File: config.mk
export PLATFORM = sky130hd
export DESIGN_NAME = lbm_timestep_sequencer
export DESIGN_NICKNAME = d
export VERILOG_FILES = /design/src/rtl/lbm_timestep_sequencer.sv
export SDC_FILE = /design/constraint.sdc
export NUM_CORES = 1
export LEC_CHECK = 0
export BUFFER_PORTS_ARGS = -buffer_cell sky130_fd_sc_hd__buf_2
export CAP_MARGIN = 20
export CORE_ASPECT_RATIO = 0.6
export CORE_MARGIN = 2
export CORE_UTILIZATION = 48
export CTS_CLUSTER_SIZE = 8
export DETAILED_ROUTE_END_ITERATION = 10
export GPL_ROUTABILITY_DRIVEN = 0
export GPL_TIMING_DRIVEN = 1
export PLACE_DENSITY_LB_ADDON = 0.08
export SETUP_SLACK_MARGIN = 0.05
export SLEW_MARGIN = 0
export SYNTH_ARGS = -nofsm -noshare
export SYNTH_HDL_FRONTEND = slang
export SYNTH_SLANG_ARGS = --single-unit
File: constraint.sdc
create_clock -name Clk_i -period 4.8 [get_ports Clk_i]
set_input_delay 0.48 -clock Clk_i [delete_from_list [all_inputs] [get_ports Clk_i]]
set_output_delay 0.48 -clock Clk_i [all_outputs]
set_load 0.01 [all_outputs]
File: src/rtl/lbm_timestep_sequencer.sv
// Purpose: sequences NUM_PHASES start/done phases per LBM time step, counts completed steps, pulses snapshot/run-done.
// Latency: all outputs registered; a step with immediate phase completion takes 2*NUM_PHASES+1 cycles.
// Backpressure: Enable=0 holds before the next Phase_start; an in-flight phase always completes; Abort returns to idle.
module lbm_timestep_sequencer #(
    parameter int MAX_TIME         = 8,
    parameter int TIME_COUNT_WIDTH = $clog2(MAX_TIME),
    parameter int NUM_PHASES       = 3,
    parameter int PHASE_W          = $clog2(NUM_PHASES),
    parameter int SNAP_INTERVAL    = 0
) (
    input  logic                        Clk_i,
    input  logic                        Reset_i,
    input  logic                        Enable_i,
    input  logic                        Start_i,
    input  logic                        Abort_i,
    input  logic [TIME_COUNT_WIDTH:0]   Num_steps_i,
    input  logic [NUM_PHASES-1:0]       Phase_done_i,
    output logic [NUM_PHASES-1:0]       Phase_start_o,
    output logic [PHASE_W-1:0]          Phase_idx_o,
    output logic [TIME_COUNT_WIDTH:0]   Data_out_o,
    output logic                        Busy_o,
    output logic                        Run_done_o,
    output logic                        Snapshot_o
);

    localparam int CW = TIME_COUNT_WIDTH + 1;
    localparam int SW = (SNAP_INTERVAL > 1) ? $clog2(SNAP_INTERVAL + 1) : 1;
    localparam logic [CW-1:0]         MAX_C   = CW'(MAX_TIME);
    localparam logic [PHASE_W-1:0]    LAST_PH = PHASE_W'(NUM_PHASES - 1);
    localparam logic [SW-1:0]         SNAP_C  = SW'(SNAP_INTERVAL);
    localparam logic [NUM_PHASES-1:0] ONE_PH  = NUM_PHASES'(1);

    typedef enum logic [2:0] {
        S_IDLE,
        S_ISSUE,
        S_WAIT,
        S_ADVANCE,
        S_DONE
    } state_t;

    state_t                  state_q, state_d;
    logic [CW-1:0]           limit_q, limit_d;
    logic [CW-1:0]           data_q, data_d;
    logic [CW-1:0]           data_inc;
    logic [PHASE_W-1:0]      idx_q, idx_d;
    logic [SW-1:0]           snap_q, snap_d;
    logic [SW-1:0]           snap_rem;
    logic [NUM_PHASES-1:0]   start_q, start_d;
    logic                    busy_q;
    logic                    done_q, done_d;
    logic                    snapo_q, snapo_d;

    // Next-state and registered-output decode; Abort overrides everything at the end.
    always_comb begin
        state_d  = state_q;
        limit_d  = limit_q;
        data_d   = data_q;
        idx_d    = idx_q;
        snap_d   = snap_q;
        start_d  = '0;
        done_d   = 1'b0;
        snapo_d  = 1'b0;
        data_inc = data_q + CW'(1);
        // snap_q==0 means a full interval is still outstanding
        snap_rem = (snap_q == '0) ? SNAP_C : snap_q;

        case (state_q)
            S_IDLE: begin
                if (Start_i) begin
                    limit_d = ((Num_steps_i == '0) || (Num_steps_i > MAX_C)) ? MAX_C : Num_steps_i;
                    data_d  = '0;
                    idx_d   = '0;
                    snap_d  = '0;
                    state_d = S_ISSUE;
                end
            end
            S_ISSUE: begin
                if (Enable_i) begin
                    start_d = ONE_PH << idx_q;
                    state_d = S_WAIT;
                end
            end
            S_WAIT: begin
                // The cycle the start pulse is visible is not a valid done cycle.
                if ((start_q == '0) && Phase_done_i[idx_q]) begin
                    if (idx_q != LAST_PH) begin
                        // Issue the next phase straight away when allowed so a phase costs two cycles.
                        idx_d   = idx_q + PHASE_W'(1);
                        start_d = Enable_i ? (ONE_PH << idx_d) : '0;
                        state_d = Enable_i ? S_WAIT : S_ISSUE;
                    end else begin
                        state_d = S_ADVANCE;
                    end
                end
            end
            S_ADVANCE: begin
                data_d = data_inc;
                if (SNAP_INTERVAL != 0) begin
                    if (snap_rem == SW'(1)) begin
                        snapo_d = 1'b1;
                        snap_d  = '0;
                    end else begin
                        snap_d  = snap_rem - SW'(1);
                    end
                end
                if (data_inc == limit_q) begin
                    done_d  = 1'b1;
                    state_d = S_DONE;
                end else begin
                    idx_d   = '0;
                    start_d = Enable_i ? ONE_PH : '0;
                    state_d = Enable_i ? S_WAIT : S_ISSUE;
                end
            end
            S_DONE: begin
                state_d = S_IDLE;
            end
            default: begin
                state_d = S_IDLE;
            end
        endcase

        if (Abort_i && (state_q != S_IDLE)) begin
            state_d = S_IDLE;
            limit_d = limit_q;
            data_d  = data_q;
            idx_d   = idx_q;
            snap_d  = snap_q;
            start_d = '0;
            done_d  = 1'b0;
            snapo_d = 1'b0;
        end
    end

    // State and output registers with immediate reset.
    always_ff @(posedge Clk_i or posedge Reset_i) begin
        if (Reset_i) begin
            state_q <= S_IDLE;
            limit_q <= '0;
            data_q  <= '0;
            idx_q   <= '0;
            snap_q  <= '0;
            start_q <= '0;
            busy_q  <= 1'b0;
            done_q  <= 1'b0;
            snapo_q <= 1'b0;
        end else begin
            state_q <= state_d;
            limit_q <= limit_d;
            data_q  <= data_d;
            idx_q   <= idx_d;
            snap_q  <= snap_d;
            start_q <= start_d;
            busy_q  <= (state_d != S_IDLE);
            done_q  <= done_d;
            snapo_q <= snapo_d;
        end
    end

    assign Phase_start_o = start_q;
    assign Phase_idx_o   = idx_q;
    assign Data_out_o    = data_q;
    assign Busy_o        = busy_q;
    assign Run_done_o    = done_q;
    assign Snapshot_o    = snapo_q;

endmodule

======== Yosys cells after proc, flatten, opt, wreduce, memory -nomap -nowiden ========
Cells that the tools add are included.
storage, ports and cells
  register bits after elaboration ......... 18
  bits in latches ......................... 0
  RAM bits ................................ 0
  ROM bits ................................ 0
  input port bits ......................... 12
  output and inout bits ................... 12
  logic and storage cells ................. 65
  memories kept ........................... 0
cells by class
  $add $sub $neg .......................... 2
  $mul .................................... 0
  divide/modulo/power cells ............... 0
  magnitude comparators ................... 2
  eq/ne operators ......................... 9
  shift-type cells ........................ 2
  mux-type cells .......................... 29
  bitwise operators ....................... 1
  reductions and logical operators ........ 13
operators by type and width
  operator               number
  $mux W3                10
  $mux W2                6
  $pmux W3 S4            1
  $ne A2 B2 Y1 const B   5
  $pmux W3 S3            1
  $reduce_bool A3 Y1     3
  $mux W4                2
  $pmux W4 S2            1
  $eq A3 B2 Y1 const B   2
  $logic_not A3 Y1       2
  $mux W1                6
  $pmux W2 S3            1
  $reduce_and A3 Y1      2
  $reduce_and A6 Y1      1
  $shl A1 B2 Y3 const A  2
  $add A4 B1 Y4 const B  1
  $eq A4 B4 Y1           1
  $gt A4 B4 Y1 const B   1
  $logic_not A4 Y1       1
  $eq A3 B1 Y1 const B   1
  $lt A2 B3 Y1 const B   1
  $add A2 B1 Y2 const B  1
  $bmux W1 S2            1
  $logic_and A1 B1 Y1    2
  other kinds (3)        3

======== Longest topological paths before layout ========
Gate-level depths: netlist of run 1.
  depth after elaboration ................. 7
  gate-level depth with buffers ........... 7
  mapped depth without buffers ............ 6

======== Worst setup path before layout of run 1 ========
Ideal clock, no wire load.
  path type ............................... register to register
  start ................................... reg data_q[0] (netlist: Data_out_o[0])
  end ..................................... reg state_q[1]
  setup time .............................. 120 ps
  arrival ................................. 1560 ps
  data required time ...................... 4680 ps
  setup slack ............................. 3120 ps
  cell stages (with the launch flop) ...... 7
  buffers on the path ..................... 0
  clock period less this slack ............ 1680 ps
  cells stage by stage .................... dfrtp_1 -> ha_1 -> xnor2_1 -> nand3_1 -> or2_1 -> nor2b_4 -> a31o_1
between the ends
  longest elaborated chain between the ends .. 5
RTL lines
  element                 RTL line  RTL
  start, declared         43        logic [CW-1:0] data_q, data_d;
  start signal, assigned  150       data_q <= data_d;
  $add A4 B1 Y4           63        data_inc = data_q + CW'(1);
  $eq A4 B4 Y1            106       if (data_inc == limit_q) begin
  $mux W3                 106
  $pmux W3 S4             67        case (state_q)
  $mux W3                 123       if (Abort_i && (state_q != S_IDLE)) begin
  net state_d[1]          41        state_t state_q, state_d;
  end signal, assigned    148       state_q <= state_d;
  end, declared           41
The timed path passes the listed nets, and every way through them passes these cells.
A chain may end at the register's enable or synchronous reset.

======== Final worst setup path of run 1 ========
Same ends and word-level chain as after synthesis.

==> reports/results.txt, run 1 <==
status = finished clean
worst r2r path cells = 6
largest net degree at the start of global routing = 19
most common cell after layout, fill and taps aside = buf_2
Synth Area in Simple Gates = 25.5%
RSZ-0062 raised after global routing = no
antenna cells = 0
max cap viols = 0
Post-synth EDFFs = 0
Fill cells = 214
worst hold-check path type = input port to async pin
endpoints failing hold = 0
final WL = 2.33 mm
power per cell area = 480 mW/mm2
area grow syn2layout = 14.0%
final setup vio count = 0
Cell Rows = 13
FF-to-FF End = state_q[1]
final core occ = 58.6%
final setup skew = 0.00265 ns
Reg clk slew, reported paths = 0.07 ns
Compound-Gate Fraction of Synth Area = 16.2%
Via Count = 891
crit end category = flop
clk buf depth = 2
PnR worst setup slack = 3.07 ns
postcts setup bufs = 0
first-pass GRT wire length = 3.70 mm
I/O Buffers = 22
portion of netlist area occupied by mux cells = 0%
most frequent cells in the layout = buf_2, dfrtp_1, nand2_1, nor2_1, o21ai_0
top-level I/O count = 24
H-tree depth = 1
share of cells above drive strength 1 = 24.3%
crit path time final = 1.73 ns
Setup TNS = 0 ns
Die Height = 41.4 um
drt drc = 0
yosys warns = 0
ANT nets after route = 0
starting density of the core = 51.4%
Critical Path Max Stage Delay = 0.44 ns
WP data arrival = 1.88 ns
Least-Margin Pin Slew = 0.673 ns
Yosys cell types = 40
post-synthesis cell count = 116
ys flop type = dfrtp_1
Max Slew Vio Count = 0
First DRT Iteration DRCs = 62
CP Max Fanout = 6
sequential area share after synthesis = 40.2%
Initial DRT Pass Iterations = 4
# clock sinks = 18
fmax = 577 MHz
die width = 66.4 um
adder-cell share of the synthesized area = 5.59%
synthesized flop and latch total = 18
synthesized net count = 133
Max VDD drop = 0.000205 V
Post-Syn Area per Cell = 9.65 um2
vias in the first global route = 784
gr ovfl total = 0
Vias per Instance = 5.37
final HPWL from detailed placement = 1.82 mm
initial antenna violation count = 0
Worst Hold Margin = 0.316 ns
Routed WL per cell = 14.0 um
slew margin rel. = 55.1%
Pleak = 0.639 nW
Cell Area, Synth = 0.00112 mm2
largest family of logic cells by synthesized area = simple AND/OR/NAND/NOR gates
Clock Latency Late Sink = 0.25 ns
CTS root buf = clkbuf_8
Final nets = 154
area of the multi-input gates = 608 um2
Die ar. = 0.00275 mm2
asr flop ratio synth = 100%
Cell Chain, Critical Path = ha_1, xnor2_1, nand3_1, or2_1, nor2b_4, a31o_1
reg2reg start = Data_out_o[0]
post-cts repair resize count = 0
CP max stage cell = dfrtp_1
WS Path Type = flop to flop
Place WS = 3.08 ns
GRT Total Usage = 18.1%
register area = 450 um2
TritonCTS Buffers = 3
R2R setup slack = 3.07 ns
XOR/XNOR Fraction of Synth Area = 6.70%
Core Footprint = 0.00218 mm2
hold buffer count at cts = 0
fin crit share = 36.1%
CTS tree = done
Worst Setup Start Kind = flop
CP required = 4.94 ns
## metrics by stage
step,cells,total power [W],instance area [um2]
floorplan,116,0.000439,1120
global placement,162,0.000485,1220
detailed placement,162,0.000493,1220
CTS,166,0.000616,1280
global route,166,0.000658,1280
finish,166,0.000613,1280
## critical path: cells and delay by family (launching register included)
family / cells / cell delay (ns)
AOI/OAI and AO/OA: 1 / 0.21
and+or+nand+nor: 3 / 0.49
DFF: 1 / 0.44
adders and majority gates: 1 / 0.34
xor gates and xnor gates: 1 / 0.14
## logic make-up after synthesis
family,Yosys count
DFF,18
and+or+nand+nor,48
AOI/OAI and AO/OA,27
adders and majority gates,5
other,1
buffers and inverters,10
xor gates and xnor gates,7
## sequential cells by signal (all words and copies together) (netlist names)
name           cells
state_q            3
Busy_o             1
limit_q            4
Phase_idx_o        2
Data_out_o         4
Run_done_o         1
Phase_start_o      3
## area by class of cell
class                      count  area share (%)
multi-input combinational     88            47.6
sequential                    18            35.3
timing repair buffer          22            8.63
clock buffer                   4            4.31
tap                           30            2.94
inverter                       4            1.18
## worst max path at each step
stage,startpoint,to,slack [ns],depth (start not counted)
after floorplan,Data_out_o[0],state_q[1],3.12,6
after global placement,Data_out_o[0],state_q[1],3.12,6
after detailed placement,Data_out_o[0],state_q[1],3.08,6
after CTS,Data_out_o[0],state_q[1],3.06,6
after global routing,Data_out_o[0],state_q[1],2.95,6
final,Data_out_o[0],state_q[1],3.07,6
## synthesized netlist by cell type, types with 2 or more instances
cell	instances	area, um2
o21ai_1	2	10.0
a21oi_1	2	10.0
and4_1	2	17.5
nand2b_1	5	31.3
or2_1	2	12.5
nand3_1	4	20.0
or3b_1	2	17.5
dfrtp_1	18	450
ha_1	5	62.6
buf_4	2	15.0
nor3_1	3	15.0
inv_1	4	15.0
nand3b_1	2	15.0
nand2_1	11	41.3
a22oi_1	2	15.0
o21ai_0	8	40.0
nor2_1	9	33.8
buf_6	2	22.5
o21a_1	4	30.0
xor2_1	2	17.5
xnor2_1	4	35.0
nor3b_1	3	22.5
## power breakdown
part | internal (W) | total, W | switching, W
Sequential | 0.000189 | 0.000241 | 0.0000516
Clock | 0.0000729 | 0.000122 | 0.0000489
Combinational | 0.000122 | 0.000250 | 0.000128
## metal layers
metal	routed length (um)	track usage, %
met5	0	0
met4	8	2.45
met3	196	5.69
met2	889	23.0
met1	1240	30.1
Power figures use the tool's default switching activity.
==> inputs of run 2 (changes only) <==
ABC_AREA = 1   (was default)
clock period = 1.49 ns   (was 4.8 ns; I/O delays follow)
==> run 2 against run 1 <==
  * The run now ends with negative setup slack left
  * Clock skew hardly changed
  * Largest cell class unchanged
  * Critical path depth is 4 higher
  * Register-to-register slack worse by 3.1 ns
  * Combinational power grew to 5.1 times the previous value
  * Via count is 24% higher
==> reports/results.txt, run 2 <==
area grow syn2layout = 30.6% (was 14.0%)
antenna cells = 0 (unchanged)
I/O Buffers = 22 (unchanged)
Post-synth EDFFs = 0 (unchanged)
most frequent cells in the layout = nand2_1, buf_2, inv_1, dfrtp_1, nand3_1 (was buf_2, dfrtp_1, nand2_1, nor2_1, o21ai_0)
synthesized flop and latch total = 18 (unchanged)
crit end category = flop (unchanged)
Comb pwr share = 53.2% (was 40.9%)
Max Slew Vio Count = 0 (unchanged)
internal power = 0.00134 W (was 0.000384 W)
filler-free cell count of the finished design = 214 (was 166)
worst hold-check path type = input port to flop (was input port to async pin)
Final nets = 202 (was 154)
Cell Rows = 13 (unchanged)
Setup TNS = -0.0542 ns (was 0 ns)
Reg power frac = 30.3% (was 39.3%)
Clk pwr share = 16.5% (was 19.9%)
final setup skew = 0.00300 ns (was 0.00265 ns)
Yosys cell types = 26 (was 40)
Max VDD drop = 0.00101 V (was 0.000205 V)
share of cells above drive strength 1 = 40.2% (was 24.3%)
status = finished, violations left (was finished clean)
# clock sinks = 18 (unchanged)
area share of the largest cell type after synthesis = 39.6% (was 40.2%)
Reg clk slew, reported paths = 0.07 ns (about the same)
most common cell after layout, fill and taps aside = nand2_1 (was buf_2)
die width = 66.8 um (was 66.4 um)
Cell Area, Synth = 0.00114 mm2 (was 0.00112 mm2)
Initial DRT Pass Iterations = 4 (unchanged)
H-tree depth = 1 (unchanged)
Routed WL per cell = 12.9 um (was 14.0 um)
placed cell area = 0.00133 mm2 (was 0.00122 mm2)
endpoints failing hold = 0 (unchanged)
most common cell in the netlist = nand2_1 (was dfrtp_1)
crit path time final = 1.52 ns (was 1.73 ns)
CTS root buf = clkbuf_8 (unchanged)
Die ar. = 0.00278 mm2 (was 0.00275 mm2)
Via Count = 1107 (was 891)
initial antenna violation count = 0 (unchanged)
synthesized net count = 166 (was 133)
final WL = 2.77 mm (was 2.33 mm)
Post-Syn Area per Cell = 7.62 um2 (was 9.65 um2)
first-pass GRT wire length = 4.47 mm (was 3.70 mm)
CTS tree = done (unchanged)
top-level I/O count = 24 (unchanged)
Die Height = 41.7 um (was 41.4 um)
TritonCTS Buffers = 3 (unchanged)
drt drc = 0 (unchanged)
CP Max Fanout = 3 (was 6)
yosys warns = 0 (unchanged)
Worst Setup Start Kind = flop (unchanged)
Design Area, Final = 0.00148 mm2 (was 0.00128 mm2)
fin crit share = 102% (was 36.1%)
most area-hungry cell type in the Yosys netlist = dfrtp_1 (unchanged)
post-synthesis cell count = 149 (was 116)
Place WS = -0.0451 ns (was 3.08 ns)
clk buf depth = 2 (unchanged)
RSZ-0062 raised after global routing = yes (was no)
Synth area leaders = dfrtp_1, nand2_1, inv_1 (was dfrtp_1, ha_1, nand2_1)
failing checks = negative setup slack
ys flop type = dfrtp_1 (unchanged)
Vias per Instance = 5.17 (was 5.37)
Fill cells = 190 (was 214)
number of placed cells counting well taps = 205 (was 162)
net switching power = 0.00107 W (was 0.000229 W)
vias in the first global route = 1024 (was 784)
asr flop ratio synth = 100% (unchanged)
fmax = 658 MHz (was 577 MHz)
First DRT Iteration DRCs = 64 (was 62)
GRT Total Usage = 21.2% (was 18.1%)
WS Path Type = flop to flop (unchanged)
CP required = 1.63 ns (was 4.94 ns)
gr ovfl total = 0 (unchanged)
WP data arrival = 1.66 ns (was 1.88 ns)
largest net degree at the start of global routing = 13 (was 19)
Sw Share = 44.4% (was 37.3%)
Core Footprint = 0.00220 mm2 (was 0.00218 mm2)
power per cell area = 1630 mW/mm2 (was 480 mW/mm2)
starting density of the core = 51.7% (was 51.4%)
Clock Latency Late Sink = 0.26 ns (was 0.25 ns)
final setup vio count = 2 (was 0)
PnR worst setup slack = -0.0293 ns (was 3.07 ns)
top post-synthesis cells by count = nand2_1, inv_1, dfrtp_1 (was dfrtp_1, nand2_1, nor2_1)
Pleak = 0.773 nW (was 0.639 nW)
max cap viols = 0 (unchanged)
sequential area share after synthesis = 39.6% (was 40.2%)
ANT nets after route = 0 (unchanged)
final HPWL from detailed placement = 2.09 mm (was 1.82 mm)
-- run 2: timing repair --
action / 4_1_cts / 5_1_grt
resized for setup: 6 / 14
pin swaps: 9 / 6
cloned: 0 / 0
hold endpoints to repair: 11 / 0
setup endpoints to repair: 5 / 13
hold buffers: 1 / 0
buffers inserted: 1 / 3
-- run 2: cells by family after synthesis --
group	synth area share, %
buffers and inverters	9.58
AOI/OAI and AO/OA	8.59
DFF	39.6
and+or+nand+nor	36.3
other	0.330
adders and majority gates	5.51
-- run 2: metrics by stage --
step                      power (W)  hold WS [ns]  util, %
after floorplan             0.00147        0.0874        -
after global placement      0.00176         0.170     60.5
after detailed placement    0.00178         0.172     60.5
after CTS                   0.00224         0.133     64.6
after global routing        0.00259         0.143     67.6
final                       0.00241         0.129     67.6
-- run 2: layout make-up --
cell class / instances / area, um2 / share of cell area (%)
Timing Repair Buffer: 32 / 188 / 12.6
Sequential cell: 18 / 454 / 30.6
Multi-Input combinational cell: 103 / 648 / 43.7
Inverter: 27 / 101 / 6.83
Tap cell: 30 / 37.5 / 2.53
Clock buffer: 4 / 55.1 / 3.71
-- run 2: worst paths after layout --
path / endpoint / slack, ns / from / depth (start not counted)
hold reg to reg: limit_q[0] / 0.57 / limit_q[0] / 2
hold / removal: limit_q[1] / 0.13 / Num_steps_i[1] / 3
min in group asynchronous: limit_q[1] / 0.42 / Reset_i / 3
setup reg to reg: Busy_o / -0.03 / Data_out_o[1] / 10
max in group asynchronous: Phase_idx_o[1] / 0.59 / Reset_i / 4
setup / recovery: Busy_o / -0.03 / Data_out_o[1] / 10
-- run 2: critical path, stage by stage, from the launching register on --
cell	delay, ns
dfrtp_2	0.43
ha_4	0.30
nand2_2	0.06
inv_2	0.07
o21ai_4	0.06
nor2_4	0.12
nand2_2	0.08
nand3_2	0.08
nand2_2	0.06
nand2_2	0.08
nand3_1	0.07
-- run 2: layer usage --
layer / share of wire (%) / wire length (um) / track usage (%) / vias up
met2: 43 / 1180 / 30.6 / 29
li1: - / - / - / 556
met3: 5.8 / 161 / 5.69 / 5
met1: 51 / 1400 / 31.7 / 517
met5: 0 / 0 / 0 / -
met4: 0.87 / 24 / 4.90 / 0
-- run 2: power by group through the flow --
stage	Combinational [W]	Sequential [W]	Clock, W
after floorplan	0.000718	0.000755	0
after global placement	0.00103	0.000722	0
after detailed placement	0.00106	0.000726	0
after CTS	0.00112	0.000723	0.000400
after global routing	0.00142	0.000748	0.000423
final	0.00128	0.000730	0.000398
==> inputs of run 3 (changes only) <==
CELL_PAD_IN_SITES_DETAIL_PLACEMENT = 0   (was default)
CELL_PAD_IN_SITES_GLOBAL_PLACEMENT = 1   (was default)
CORE_UTILIZATION = 35   (was 48)
REMOVE_ABC_BUFFERS = 1   (was default)
SKIP_LAST_GASP = 1   (was default)
==> run 3 against run 2 <==
  * The run still ends with negative setup slack left
  * Non-clock buffer count rose by 1
  * Clock power fell by 2%
  * Routed wire length rose by 8.3%
  * Total power rose by 1.0%
  * Final area rose by 0.93%
  * Clock skew barely moved
==> reports/results.txt, run 3 (same netlist as run 2, synthesis figures left out) <==
status = finished, violations left (unchanged)
failing checks = negative setup slack (unchanged)
Routed WL per cell = 13.2 um (was 12.9 um)
worst hold-check path type = input port to flop (unchanged)
Place WS = -0.0970 ns (was -0.0451 ns)
Clock Latency Late Sink = 0.25 ns (was 0.26 ns)
First DRT Iteration DRCs = 72 (was 64)
power per cell area = 1630 mW/mm2 (about the same)
starting density of the core = 38.1% (was 51.7%)
RSZ-0062 raised after global routing = yes (unchanged)
Worst Setup Start Kind = flop (unchanged)
final WL = 3.00 mm (was 2.77 mm)
endpoints failing hold = 0 (unchanged)
most common cell after layout, fill and taps aside = nand2_1 (unchanged)
CP Max Fanout = 3 (unchanged)
CP max stage cell = dfrtp_1 (was dfrtp_2)
Critical Path Max Stage Delay = 0.43 ns (about the same)
initial antenna violation count = 0 (unchanged)
Initial DRT Pass Iterations = 4 (unchanged)
area grow syn2layout = 31.8% (was 30.6%)
Comb pwr share = 53.6% (was 53.2%)
final setup skew = 0.00270 ns (was 0.00300 ns)
Cell Rows = 15 (was 13)
H-tree depth = 1 (unchanged)
drt drc = 0 (unchanged)
share of cells above drive strength 1 = 37.3% (was 40.2%)
gr ovfl total = 0 (unchanged)
crit path time final = 1.56 ns (was 1.52 ns)
WL met3 = 133 um (was 161 um)
Max Slew Vio Count = 0 (unchanged)
Final nets = 203 (was 202)
met1 WL = 1.66 mm (was 1.40 mm)
Die Height = 48.1 um (was 41.7 um)
final setup vio count = 3 (was 2)
most frequent cells in the layout = nand2_1, buf_2, inv_1, dfrtp_1, nand3_1 (unchanged)
CP required = 1.63 ns (about the same)
PnR worst setup slack = -0.0656 ns (was -0.0293 ns)
uppermost layer routed = met3 (was met4)
I/O Buffers = 22 (unchanged)
vias in the first global route = 958 (was 1024)
first-pass GRT wire length = 4.66 mm (was 4.47 mm)
Buf+Inv Stages, Crit Path = 1 (unchanged)
WP data arrival = 1.69 ns (was 1.66 ns)
crit end category = flop (unchanged)
final HPWL from detailed placement = 2.31 mm (was 2.09 mm)
Clk pwr share = 16.1% (was 16.5%)
GRT Total Usage = 16.9% (was 21.2%)
Sw Share = 44.5% (was 44.4%)
max cap viols = 0 (unchanged)
Setup TNS = -0.144 ns (was -0.0542 ns)
fmax = 643 MHz (was 658 MHz)
Max VDD drop = 0.000769 V (was 0.00101 V)
Die ar. = 0.00373 mm2 (was 0.00278 mm2)
Most common cell on crit path = nand2_2 (unchanged)
WS Path Type = flop to flop (unchanged)
CTS tree = done (unchanged)
clk buf depth = 2 (unchanged)
largest net degree at the start of global routing = 19 (was 13)
Vias per Instance = 4.70 (was 5.17)
ANT nets after route = 0 (unchanged)
metal2 WL = 1.20 mm (was 1.18 mm)
net switching power = 0.00108 W (was 0.00107 W)
antenna cells = 0 (unchanged)
TritonCTS Buffers = 3 (unchanged)
CTS root buf = clkbuf_8 (unchanged)
Cell Chain, Critical Path = ha_4, nand2_2, inv_2, o21ai_2, nor2_4, nand2_2, nand3_2, nand2_1, nand2_2, nand3_2 (was ha_4, nand2_2, inv_2, o21ai_4, nor2_4, nand2_2, nand3_2, nand2_2, nand2_2, nand3_1)
Reg clk slew, reported paths = 0.07 ns (about the same)
Pleak = 0.789 nW (was 0.773 nW)
top-level I/O count = 24 (unchanged)
Fill cells = 291 (was 190)
fin crit share = 104% (was 102%)
Via Count = 1068 (was 1107)
die width = 77.6 um (was 66.8 um)
delay-heaviest family, CP = simple AND/OR/NAND/NOR gates (unchanged)
# clock sinks = 18 (unchanged)
Core Footprint = 0.00298 mm2 (was 0.00220 mm2)
Reg power frac = 30.3% (about the same)
internal power = 0.00135 W (was 0.00134 W)
## run 3: cell types whose count changed in the layout (fill, tap and decap cells not counted), moves of 3 or more
cell and delta:
dfrtp_1 +3, dfrtp_2 -3, nand2_1 +3, nand2_2 -3
## run 3: cell type report
type	count	area [um2]	area share (%)
repair buffers	33	199	13.3
multi-input cells	103	639	42.7
inverters	27	101	6.77
well taps	42	52.6	3.51
clock buffers	4	55.1	3.68
flip-flops and latches	18	450	30.1
## run 3: final timing paths
| path | depth (start not counted) | from | endpoint | slack (ns) |
|---|---|---|---|---|
| worst min register to register | 2 | limit_q[0] | limit_q[0] | 0.58 |
| max in group asynchronous | 4 | Reset_i | Data_out_o[1] | 0.84 |
| worst min-delay path | 3 | Num_steps_i[2] | limit_q[2] | 0.15 |
| worst max register to register | 10 | Data_out_o[0] | Busy_o | -0.07 |
| min in group asynchronous | 4 | Reset_i | Phase_start_o[1] | 0.45 |
| worst max-delay path | 10 | Data_out_o[0] | Busy_o | -0.07 |
## run 3: per-layer routing
layer | up-vias | track usage [%]
met5 | - | 0
met4 | 0 | 3.21
met3 | 0 | 5.00
met2 | 22 | 23.8
met1 | 487 | 25.6
li1 | 559 | -
## run 3: what timing repair did
item                       in CTS  in global routing
hold buffers                    1                  0
gates cloned                    0                  0
buffers inserted                0                  1
pin swaps                       7                  8
gates resized for setup         9                  9
setup endpoints to repair       6                 14
hold endpoints to repair       18                  0
## run 3: power groups by stage
stage | logic, W | clock network, W | registers, W
3_3_place_gp | 0.00113 | 0 | 0.000722
2_1_floorplan | 0.000714 | 0 | 0.000747
5_1_grt | 0.00146 | 0.000435 | 0.000752
4_1_cts | 0.00122 | 0.000408 | 0.000726
3_5_place_dp | 0.00114 | 0 | 0.000727
6_report | 0.00131 | 0.000391 | 0.000739
## run 3: worst reg2reg max path: cells and delay by family (launching register included)
family	cells	cell delay [ns]
adder cells (fa/ha/maj)	1	0.31
buffers and inverters	1	0.05
AND/OR/NAND/NOR	7	0.59
flip-flops	1	0.43
AO/OA/AOI/OAI	1	0.06
## run 3: through the flow
step	utilization, %	cells	instance area (um2)	hold slack (ns)	total power (W)
detailed placement	45.5	221	1360	0.180	0.00186
finish	50.2	227	1500	0.150	0.00244
floorplan	-	148	1130	0.0876	0.00146
CTS	49.0	226	1460	0.145	0.00235
global route	50.2	227	1500	0.173	0.00264
global placement	45.5	221	1360	0.176	0.00185
